**src/rtl/button_event_arbiter_if.sv**
```systemverilog
// ---------------------------------------------------------------------------
// button_event_arbiter_if
// Event channel between the button arbiter and its consumer.
//
// Parameter:
//   ID_W        width of evt_id
// Signals:
//   evt_valid   an event is presented (driven by master)
//   evt_ready   consumer accepts the event this cycle (driven by slave)
//   evt_id      index of the button that caused the event
//   evt_release 0 = press event, 1 = release event
// Modports:
//   master      event producer (the arbiter)
//   slave       event consumer
// ---------------------------------------------------------------------------
interface button_event_arbiter_if #(
  parameter int ID_W = 2
);
  logic            evt_valid;
  logic            evt_ready;
  logic [ID_W-1:0] evt_id;
  logic            evt_release;

  modport master (
    output evt_valid,
    output evt_id,
    output evt_release,
    input  evt_ready
  );

  modport slave (
    input  evt_valid,
    input  evt_id,
    input  evt_release,
    output evt_ready
  );
endinterface

```
**src/rtl/button_event_arbiter.sv**
```systemverilog
// ---------------------------------------------------------------------------
// button_event_arbiter
// Synchronizes and debounces up to N_BUTTONS raw push-button pins, turns each
// debounced press into a pending event, and serves pending events one at a
// time through a round-robin arbiter onto a valid/ready event channel.
//
// Optional feature macro: BUTTON_ARB_RELEASE_EVENT_EN
//   defined     -> debounced releases also become events (evt_release = 1)
//   undefined   -> release edges are ignored, evt_release is tied to 0
//
// Ports:
//   clk       system clock, rising edge
//   rst_n     asynchronous active-low reset
//   pressed   raw asynchronous button levels, 1 = pressed
//   evt       event channel (master side): evt_valid/evt_ready/evt_id/evt_release
//   db_level  debounced level per button
//   overrun   sticky per-button flag, set when an event had to be merged
// ---------------------------------------------------------------------------
module button_event_arbiter #(
  parameter int N_BUTTONS       = 4,
  parameter int DEBOUNCE_CYCLES = 16,
  parameter int ID_W            = (N_BUTTONS > 1) ? $clog2(N_BUTTONS) : 1
) (
  input  logic                          clk,
  input  logic                          rst_n,
  input  logic [N_BUTTONS-1:0]          pressed,
  button_event_arbiter_if.master        evt,
  output logic [N_BUTTONS-1:0]          db_level,
  output logic [N_BUTTONS-1:0]          overrun
);

  localparam int             CNT_W   = (DEBOUNCE_CYCLES > 2) ? $clog2(DEBOUNCE_CYCLES) : 1;
  localparam logic [CNT_W-1:0] CNT_MAX = CNT_W'(DEBOUNCE_CYCLES - 1);
  localparam logic [ID_W-1:0]  ID_LAST = ID_W'(N_BUTTONS - 1);

  logic [N_BUTTONS-1:0] sync_meta;
  logic [N_BUTTONS-1:0] sync;
  logic [CNT_W-1:0]     db_cnt [N_BUTTONS];
  logic [N_BUTTONS-1:0] db_next;
  logic [N_BUTTONS-1:0] rise;
  logic [N_BUTTONS-1:0] pend_press;
  logic [N_BUTTONS-1:0] grant_press;
  logic [N_BUTTONS-1:0] request;
  logic [ID_W-1:0]      rr_ptr;
  logic [ID_W-1:0]      winner;
  logic [ID_W-1:0]      ptr_next;
  logic                 found;
  logic                 win_rel;
  logic                 load;
  logic                 valid_q;
  logic [ID_W-1:0]      id_q;
`ifdef BUTTON_ARB_RELEASE_EVENT_EN
  logic [N_BUTTONS-1:0] fall;
  logic [N_BUTTONS-1:0] pend_rel;
  logic [N_BUTTONS-1:0] grant_rel;
  logic                 rel_q;
`endif

  // Two-flop synchronizer on every raw pin.
  always_ff @(posedge clk or negedge rst_n) begin
    if (!rst_n) begin
      sync_meta <= '0;
      sync      <= '0;
    end else begin
      sync_meta <= pressed;
      sync      <= sync;
      sync      <= sync_meta;
    end
  end

  // A new level is accepted on the cycle its counter has already seen
  // DEBOUNCE_CYCLES-1 consecutive disagreeing samples.
  always_comb begin
    db_next = db_level;
    for (int i = 0; i < N_BUTTONS; i++) begin
      if ((sync[i] != db_level[i]) && (db_cnt[i] == CNT_MAX)) begin
        db_next[i] = sync[i];
      end
    end
  end

  assign rise = db_next & ~db_level;
`ifdef BUTTON_ARB_RELEASE_EVENT_EN
  assign fall = ~db_next & db_level;
`endif

  always_ff @(posedge clk or negedge rst_n) begin
    if (!rst_n) begin
      db_level <= '0;
      for (int i = 0; i < N_BUTTONS; i++) begin
        db_cnt[i] <= '0;
      end
    end else begin
      db_level <= db_next;
      for (int i = 0; i < N_BUTTONS; i++) begin
        if ((sync[i] == db_level[i]) || (db_cnt[i] == CNT_MAX)) begin
          db_cnt[i] <= '0;
        end else begin
          db_cnt[i] <= db_cnt[i] + CNT_W'(1);
        end
      end
    end
  end

  // A button with any pending bit is a single requester.
`ifdef BUTTON_ARB_RELEASE_EVENT_EN
  assign request = pend_press | pend_rel;
`else
  assign request = pend_press;
`endif

  // Round-robin search: first requester at or above the pointer, wrapping.
  always_comb begin
    int idx;
    logic [ID_W-1:0] cand;
    idx    = 0;
    cand   = '0;
    found  = 1'b0;
    winner = '0;
    for (int k = 0; k < N_BUTTONS; k++) begin
      idx = int'(rr_ptr) + k;
      if (idx >= N_BUTTONS) begin
        idx = idx - N_BUTTONS;
      end
      cand = ID_W'(idx);
      if (!found && request[cand]) begin
        found  = 1'b1;
        winner = cand;
      end
    end
  end

  assign ptr_next = (winner == ID_LAST) ? '0 : winner + ID_W'(1);
  assign load     = ~valid_q | evt.evt_ready;

  // Press is always served before release for the same button, so a
  // button's events leave in the order they were debounced.
  always_comb begin
    grant_press = '0;
    win_rel     = 1'b0;
`ifdef BUTTON_ARB_RELEASE_EVENT_EN
    grant_rel   = '0;
`endif
    if (load && found) begin
      if (pend_press[winner]) begin
        grant_press[winner] = 1'b1;
      end else begin
        win_rel = 1'b1;
`ifdef BUTTON_ARB_RELEASE_EVENT_EN
        grant_rel[winner] = 1'b1;
`endif
      end
    end
  end

  // An edge arriving while the same kind of event is still pending and not
  // being granted merges into it and is flagged as an overrun.
  always_ff @(posedge clk or negedge rst_n) begin
    if (!rst_n) begin
      pend_press <= '0;
      overrun    <= '0;
`ifdef BUTTON_ARB_RELEASE_EVENT_EN
      pend_rel   <= '0;
`endif
    end else begin
      pend_press <= (pend_press & ~grant_press) | rise;
`ifdef BUTTON_ARB_RELEASE_EVENT_EN
      pend_rel   <= (pend_rel & ~grant_rel) | fall;
      overrun    <= overrun | (rise & pend_press & ~grant_press)
                            | (fall & pend_rel & ~grant_rel);
`else
      overrun    <= overrun | (rise & pend_press & ~grant_press);
`endif
    end
  end

  // One-entry output register; id/release hold while stalled.
  always_ff @(posedge clk or negedge rst_n) begin
    if (!rst_n) begin
      valid_q <= 1'b0;
      id_q    <= '0;
      rr_ptr  <= '0;
`ifdef BUTTON_ARB_RELEASE_EVENT_EN
      rel_q   <= 1'b0;
`endif
    end else if (load) begin
      valid_q <= found;
      if (found) begin
        id_q   <= winner;
        rr_ptr <= ptr_next;
`ifdef BUTTON_ARB_RELEASE_EVENT_EN
        rel_q  <= win_rel;
`endif
      end
    end
  end

  assign evt.evt_valid   = valid_q;
  assign evt.evt_id      = id_q;
`ifdef BUTTON_ARB_RELEASE_EVENT_EN
  assign evt.evt_release = rel_q;
`else
  assign evt.evt_release = 1'b0;
`endif

endmodule

```
**src/flat_wrapper.sv**
```systemverilog
// flat-port wrapper written by rule: the top's interface ports become plain ports
module button_event_arbiter_flat 
#(
  parameter int N_BUTTONS       = 4,
  parameter int DEBOUNCE_CYCLES = 16,
  parameter int ID_W            = (N_BUTTONS > 1) ? $clog2(N_BUTTONS) : 1
)
  (clk, rst_n, pressed, db_level, overrun, evt_evt_valid, evt_evt_id, evt_evt_release, evt_evt_ready);
  button_event_arbiter_if #(.ID_W(ID_W)) evt_i ();
  input  logic clk;
  input  logic rst_n;
  input  logic [N_BUTTONS-1:0] pressed;
  output logic [N_BUTTONS-1:0] db_level;
  output logic [N_BUTTONS-1:0] overrun;
  output wire logic [$bits(evt_i.evt_valid)-1:0] evt_evt_valid;
  output wire logic [$bits(evt_i.evt_id)-1:0] evt_evt_id;
  output wire logic [$bits(evt_i.evt_release)-1:0] evt_evt_release;
  input wire logic [$bits(evt_i.evt_ready)-1:0] evt_evt_ready;
  assign evt_evt_valid = evt_i.evt_valid;
  assign evt_evt_id = evt_i.evt_id;
  assign evt_evt_release = evt_i.evt_release;
  assign evt_i.evt_ready = evt_evt_ready;
  button_event_arbiter #(.N_BUTTONS(N_BUTTONS), .DEBOUNCE_CYCLES(DEBOUNCE_CYCLES), .ID_W(ID_W)) u_core (.clk(clk), .rst_n(rst_n), .pressed(pressed), .evt(evt_i), .db_level(db_level), .overrun(overrun));
endmodule
```
**config.mk**
```make
export PLATFORM = sky130hd
export DESIGN_NAME = button_event_arbiter_flat
export DESIGN_NICKNAME = d
export VERILOG_FILES = /design/src/rtl/button_event_arbiter_if.sv /design/src/rtl/button_event_arbiter.sv /design/src/flat_wrapper.sv
export SDC_FILE = /design/constraint.sdc
export NUM_CORES = 1
export LEC_CHECK = 0
export CAP_MARGIN = 15
export CORE_AREA = 2 2 88 90
export DETAILED_ROUTE_END_ITERATION = 16
export DIE_AREA = 0 0 90 92
export GPL_ROUTABILITY_DRIVEN = 1
export PLACE_DENSITY = 0.49
export SLEW_MARGIN = 30
export SYNTH_ARGS = -nofsm -noshare
export SYNTH_HDL_FRONTEND = slang
export SYNTH_SLANG_ARGS = --single-unit
```
**constraint.sdc**
```tcl
create_clock -name clk -period 2.89 [get_ports clk]
set_input_delay 0.578 -clock clk [delete_from_list [all_inputs] [get_ports clk]]
set_output_delay 0.578 -clock clk [all_outputs]
set_load 0.1 [all_outputs]
```
* After elaboration in Yosys (flattened, before gate mapping) *
Index checks and enable logic that the tools add are counted.

cells by class
  magnitude comparators = 10
  bitwise gates (word level) = 10
  reductions and logical operators = 17
  multiplexer cells = 35
  $add $sub $neg = 12
  eq/ne operators = 13

operators with widths
  kind                                                                           number
  4-bit 2-to-1 mux                                                               6
  2-bit 2-to-1 mux                                                               9
  4-bit by 1-bit adder with 4-bit output (second input constant)                 4
  4-bit bitwise AND                                                              4
  4-bit == test (second input constant)                                          4
  2-bit by 3-bit less-than comparator with 1-bit output (second input constant)  5
  1-bit 2-to-1 mux                                                               14
  1-bit binary-select mux with 2-bit select                                      5
  3-bit >= comparator (second input constant)                                    3
  1-bit logical AND                                                              9
  4-bit NOT                                                                      2
  4-bit bitwise OR                                                               2
  2-bit by 1-bit subtractor with 2-bit output (second input constant)            4
  2-bit by 2-bit adder with 3-bit output (second input constant)                 2
  1-bit == test                                                                  4
  1-bit logical OR                                                               4
  1-bit inequality test                                                          4
  2-bit by 1-bit adder with 3-bit output (second input constant)                 1
  2-bit by 3-bit >= comparator with 1-bit output (second input constant)         1
  1-bit logical NOT                                                              3
  2-bit by 1-bit adder with 2-bit output (second input constant)                 1
  1-bit demux with 2-bit select                                                  1
  2-bit == test (second input constant)                                          1
  2-bit by 1-bit >= comparator with 1-bit output (second input constant)         1
  3 further kinds                                                                3

storage, ports and cells
  input bits = 7
  register bits = 41
  word-level logic and storage cells = 109
  output and inout bits = 12

* Logic depth before layout (Yosys ltp) *
Gate-level depths: netlist of run 1.

  word-level depth = 23
  depth in mapped cells = 6
  mapped depth without buffers = 6

* Worst setup path after synthesis of run 1 *
No wires, ideal clock.

  kind = flip-flop to flip-flop
  from = register u_core.pend_press[2]
  to = register u_core.rr_ptr[1]
  setup slack = 1122 ps
  data arrival time = 1643 ps
  period minus slack after synthesis = 1768 ps
  buffers on the path = 0
  library setup time = 125 ps
  stages on the path, launching flop included = 6
  data required time = 2765 ps
  path through = dfrtp_1 > nor2b_1 > o21a_1 > nor4_1 > ha_1 > mux2_4

on the way
  cells in the longest elaborated chain, start to end = 14
  elaborated cells on any way between the ends = 26
  those cells by class = add/sub (1); eq/ne (1); mux (17); reduce/logical (7)

RTL lines
  element                                                                         RTL line                     text
  start: declaration                                                              button_event_arbiter.sv:41   logic [N_BUTTONS-1:0] pend_press;
  start signal: assignment                                                        button_event_arbiter.sv:166  pend_press <= (pend_press & ~grant_press) | rise;
  1-bit binary-select mux with 2-bit select                                       button_event_arbiter.sv:126  if (!found && request[cand]) begin
  1-bit 2-to-1 mux (not written as such)                                          button_event_arbiter.sv:126
  1-bit 2-to-1 mux                                                                button_event_arbiter.sv:126
  1-bit logical NOT                                                               button_event_arbiter.sv:126
  1-bit logical AND                                                               button_event_arbiter.sv:126
  1-bit 2-to-1 mux                                                                button_event_arbiter.sv:126
  1-bit logical NOT                                                               button_event_arbiter.sv:126
  1-bit logical AND                                                               button_event_arbiter.sv:126
  1-bit 2-to-1 mux                                                                button_event_arbiter.sv:126
  1-bit logical NOT                                                               button_event_arbiter.sv:126
  1-bit logical AND                                                               button_event_arbiter.sv:126
  2-bit 2-to-1 mux (*)                                                            button_event_arbiter.sv:126
  via u_core.winner[0]                                                            button_event_arbiter.sv:45   logic [ID_W-1:0] winner;
  2-bit by 1-bit adder with 2-bit output / 2-bit == test (equally long branches)  button_event_arbiter.sv:133  assign ptr_next = (winner == ID_LAST) ? '0 : winner + ID_W'(1);
  2-bit 2-to-1 mux (*)                                                            button_event_arbiter.sv:133
  via u_core.ptr_next[1]                                                          button_event_arbiter.sv:46   logic [ID_W-1:0] ptr_next;
  end signal: assignment                                                          button_event_arbiter.sv:190  rr_ptr <= ptr_next;
  end: declaration                                                                button_event_arbiter.sv:44   logic [ID_W-1:0] rr_ptr;

The timed path passes the listed nets; every way through them passes the cells marked *. The select of a mux whose other input is x is not followed.
A chain may end at the register's enable or synchronous reset.

* Worst setup path in the final report of run 1 *
Same ends and word-level chain as after synthesis.

==> results of run 1 <==
-- per-stage QoR --
stage	util	total power [W]	setup WS, ps	instance area [sq um]
4_1_cts	0.289	0.00119	941	2150
6_report	0.289	0.00117	965	2160
3_5_place_dp	0.273	0.000697	938	2030
2_1_floorplan	-	0.000668	1120	1780
3_3_place_gp	0.273	0.000696	1010	2030
5_1_grt	0.289	0.00123	834	2160
-- worst paths after layout --
check,start,endpoint,slack (ps),cells after the start
max in group asynchronous,rst_n,u_core.db_cnt[4],2280,1
min in group clk,u_core.sync_meta[2],u_core.sync[2],350,0
max reg2reg,u_core.pend_press[2],u_core.rr_ptr[1],960,5
min,rst_n,u_core.db_cnt[11],250,1
min reg2reg,u_core.sync_meta[2],u_core.sync[2],350,0
max,u_core.pend_press[2],u_core.rr_ptr[1],960,5
-- placed cells by master, fill, tap and decap left out, types with 2 or more instances in the layout --
cell and instances:
inv_1 5, xor2_1 4, a21o_1 4, nor2b_1 3, buf_4 12, clkbuf_8 6
nor3b_1 4, a21oi_1 3, nor2_1 18, nand2b_1 4, a31o_2 7, nand2_1 8
xnor2_1 8, nand3_1 8, mux2_2 4, o21ai_0 2, ha_1 8, dfrtp_1 41
clkdlybuf4s50_1 5
-- kinds of logic (layout without fill, tap and decap cells) --
kind of cell / after synthesis / in the layout / synth area share
compound gates: 23 / 23 / 0.101
simple gates: 52 / 52 / 0.155
other cells: 1 / 1 / 0.00211
fa+ha+maj: 8 / 8 / 0.0564
xor+xnor: 12 / 12 / 0.0592
buf+inv: 6 / 30 / 0.0148
flops: 41 / 41 / 0.578
mux: 5 / 5 / 0.0338
-- power groups by stage --
stage | Clock (W) | Combinational, W | Sequential [W]
global placement | 0 | 0.0000752 | 0.000621
floorplan | 0 | 0.0000414 | 0.000627
CTS | 0.000506 | 0.0000757 | 0.000610
finish | 0.000488 | 0.0000743 | 0.000610
detailed placement | 0 | 0.0000758 | 0.000621
global route | 0.000533 | 0.0000851 | 0.000613
-- sequential cells by signal, summed over array words and instances (netlist names) --
name / count
u_core.db_level: 4
u_core.overrun: 4
u_core.rr_ptr: 2
u_core.sync_meta: 4
u_core.evt.evt_valid: 1
u_core.evt.evt_id: 2
u_core.sync: 4
u_core.pend_press: 4
u_core.db_cnt: 16
-- worst max-delay path: cells and delay by family (launching register included) --
family,cells,cell delay (ps)
multiplexers,1,250
AO/OA/AOI/OAI,1,220
AND/OR/NAND/NOR,2,560
adder cells (fa/ha/maj),1,310
flip-flops,1,470
-- metal layers --
metal,global-route usage,up-vias,share of wire
met3,0.0288,4,0.045
met1,0.104,519,0.49
li1,-,558,-
met4,0.0372,0,0.010
met2,0.117,27,0.45
met5,0,-,0
-- final cells by class --
class / instances / area [sq um] / share of cell area
Clock buffer: 6 / 82.6 / 0.0383
Sequential cell: 41 / 1030 / 0.476
Clock inverter: 2 / 37.5 / 0.0174
Multi-Input combinational cell: 101 / 723 / 0.335
Timing Repair Buffer: 17 / 140 / 0.0650
Tap cell: 102 / 128 / 0.0592
Inverter: 5 / 18.8 / 0.00871
==> flow_summary.ini, run 1 <==
[grt]
grt_first_pass_wirelength_microns = 5150
gr-total-overflow = 0
grt_pass1_vias = 1108
grt_usage = 0.0795
antenna_found_initial = 0
grt_start_max_net_pins = 42

[floorplan]
fp.dieH_microns = 92
ios = 19
rows = 32
start_util = 0.238
die_x_microns = 90
die_area_sq_um = 8280
core_sq_um = 7450

[clock_network]
hold_buffers = 0
cts_tree = done
clkTransAtPathRegs_ps = 80
cts-htree-levels = 2
cts_buffer_depth = 2
clock_sinks = 41
cts-root-buf = clkbuf_8
cts_buffers = 5
postCtsSetupRepairBufs = 0
insertion_delay_ps = 300
postCtsResizedCells = 0

[timing]
hold_violations = 0
rsz0062_at_grt = false
setup_viol_count_final = 0
fin_crit_sh = 0.666
setup_tns_ps = 0
max_slew_margin = 0.652
fmax_ghz = 0.519
tightest_slew_ps = 522
clock_skew_ps = 9.13
slew_viol_final = 0
fin_crit_ps = 1930
hold_ws_ps = 250

[setup_path]
cp_slowest_stage_delay_ps = 470
startpoint_type = flop
cp_cell_sequence = nor2b_1 -> o21a_1 -> nor4_1 -> ha_1 -> mux2_4
cp_data_arrival_time_ps = 2120
worst-path-max-fanout = 7
crit_required_ps = 3080
end_kind = flop
worstSetupPathType = reg -> reg
slowest_stage = dfrtp_1

[pwr]
ir_drop_v = 0.000211
p_switching_w = 0.000268
power.density_nw_per_um2 = 544
intPower_w = 0.000904
leakage_nw = 1.02
p_sw_frac = 0.228
pwr-share-clk = 0.416
combPwrFrac = 0.063
p_seq_frac = 0.520

[synthesis]
seq_area_frac_synth = 0.578
synth_cells = 148
ys_top_cells_by_count = dfrtp_1 (41), nor2_1 (18)
avgSynthCellArea_sq_um = 12.0
ys.warnings.count = 0
synth_async_sr_flop_share = 1.00
ys_types = 33
syn_nets = 163
synth.area.top_cells = dfrtp_1 (58%), ha_1 (5.6%), xnor2_1 (3.9%)
yosysTopAreaCell = dfrtp_1
synth_edf_count = 0
syn_area_sq_um = 1780
yosys_most_used_dff = dfrtp_1
synth.most_common_cell = dfrtp_1
synth_top_area_share = 0.578
synth-seq-cells = 41

[routing]
ant_nets = 0
vias = 1108
post_drt_wl_per_cell_microns = 10.9
route.detailed.drc = 0
wirelength_microns = 2980
via_per_inst = 4.04
drt_iter0_markers = 85
drtPass1Iterations = 4

[finish]
drive_above_1_share = 0.215
fillers = 797
syn_to_final_growth_pct = 21.4
antenna_cells = 0
final_cells = 274
final_nets = 186

[placed_design]
post-place-cells = 266
place_congestion = 0.747
port_buffers = 17
dp_hpwl_microns = 2080

[job]
maxCapViolCount = 0

[min_path]
min_path_type = in -> async

[run_status]
outcome = finished, final reports clean
Note: power is estimated with default switching activity, not from simulation.
==> run 2, diff against run 1 <==
==> constraint.sdc (replaced) <==
create_clock -name clk -period 1.8 [get_ports clk]
set_input_delay 0.36 -clock clk [delete_from_list [all_inputs] [get_ports clk]]
set_output_delay 0.36 -clock clk [all_outputs]
set_load 0.1 [all_outputs]
==> flow_summary.ini, run 2 (synthesized netlist as in run 1, its figures left out) <==
[placed_design]
pre_cts_ws_ps = -7.88
place_congestion = 0.838
port_buffers = 17
post-place-cells = 276
dp_hpwl_microns = 2300

[timing]
fin_crit_ps = 1760
setup_tns_ps = 0
setup_viol_count_final = 0
fmax_ghz = 0.569
hold_violations = 0
fin_crit_sh = 0.976
fin_ws_ps = 43.5
hold_ws_ps = 26.3
clock_skew_ps = 7.23
slew_viol_final = 0
rsz0062_at_grt = true

[grt]
grt_pass1_vias = 1213
grt_start_max_net_pins = 23
antenna_found_initial = 0
grt_usage = 0.0809
grt_first_pass_wirelength_microns = 5390
gr-total-overflow = 0

[job]
maxCapViolCount = 0

[pwr]
power.density_nw_per_um2 = 763
leakage_nw = 1.10
ir_drop_v = 0.000440

[finish]
mostFrequentLayoutCell = dfrtp_1
drive_above_1_share = 0.276
antenna_cells = 0
syn_to_final_growth_pct = 33.9
largest_reg_flops = 16
regMostFlops = u_core.db_cnt
final_nets = 196
final_cell_mix = dfrtp_1 (39), nor2_1 (18), buf_12 (12), buf_4 (9)
final_cells = 283

[setup_path]
cp_slowest_stage_delay_ps = 570
r2r_end = u_core.overrun[2]
cpLargestDelayFamily = simple AND/OR/NAND/NOR gates
cp_data_arrival_time_ps = 1930
r2r.worst_path.cells = 5
startpoint_type = flop
end_kind = flop
worstSetupPathType = reg -> reg
cp_cell_sequence = or4_4 -> nand4_1 -> ha_1 -> nand2_1 -> a31o_2
worst-path-max-fanout = 5
crit_path_start = u_core.pend_press[1]
critPathBufInv = 0
reg2reg_slack_ps = 40
slowest_stage = or4_4
r2r-start = u_core.pend_press[1]
crit_required_ps = 1970

[floorplan]
core_sq_um = 7450
rows = 32
fp.dieH_microns = 92
start_util = 0.238
die_x_microns = 90
die_area_sq_um = 8280
ios = 19

[routing]
ant_nets = 0
via_per_inst = 4.15
drt_iter0_markers = 69
route.detailed.drc = 0
drtPass1Iterations = 4
post_drt_wl_per_cell_microns = 10.8
wirelength_microns = 3060
vias = 1174

[clock_network]
cts-root-buf = clkbuf_8
cts_buffers = 5
cts_buffer_depth = 2
cts_tree = done
clock_sinks = 41
cts-htree-levels = 2
insertion_delay_ps = 280
hold_buffers = 0
clkTransAtPathRegs_ps = 80

[min_path]
min_path_type = in -> async

[run_status]
outcome = finished, final reports clean
==> run 2: per-stage QoR <==
stage	utilization	power (W)	area, sq um
4_1_cts	0.318	0.00186	2370
3_5_place_dp	0.303	0.00113	2260
5_1_grt	0.319	0.00190	2380
3_3_place_gp	0.303	0.00113	2260
6_report	0.319	0.00181	2380
2_1_floorplan	-	0.00107	1780
==> run 2: final cells by class <==
cell class / instances / area (sq um)
repair buffers: 27 / 363
clock inverters: 2 / 35.0
flip-flops and latches: 41 / 1030
inverters: 5 / 18.8
well taps: 102 / 128
clock buffers: 5 / 68.8
fillers: 778 / 5070
multi-input cells: 101 / 736
==> run 2: where the power goes <==
group / internal [W] / switching [W]
Combinational: 0.0000554 / 0.0000748
Clock: 0.000403 / 0.000301
Sequential: 0.000955 / 0.0000259
Total: 0.00141 / 0.000401
==> run 2: worst max path at each step <==
stage | cells past startpoint | slack [ps] | end
after detailed placement | 5 | -8 | u_core.rr_ptr[1]
final | 5 | 40 | u_core.overrun[2]
after CTS | 5 | 60 | u_core.overrun[2]
after global routing | 5 | -20 | u_core.overrun[0]
after floorplan | 5 | 30 | u_core.rr_ptr[1]
after global placement | 5 | 30 | u_core.rr_ptr[1]
==> run 2: metal layers <==
layer	track usage	vias up	part of all wire
met3	0.0247	10	0.037
met4	0.0397	0	0.025
li1	-	578	-
met5	0	-	0
met1	0.101	566	0.46
met2	0.128	20	0.47
==> run 2: timing repair <==
item | in CTS | in global routing
gates resized for setup | 1 | 3
buffers inserted | 0 | 0
setup endpoints to repair | 1 | 6
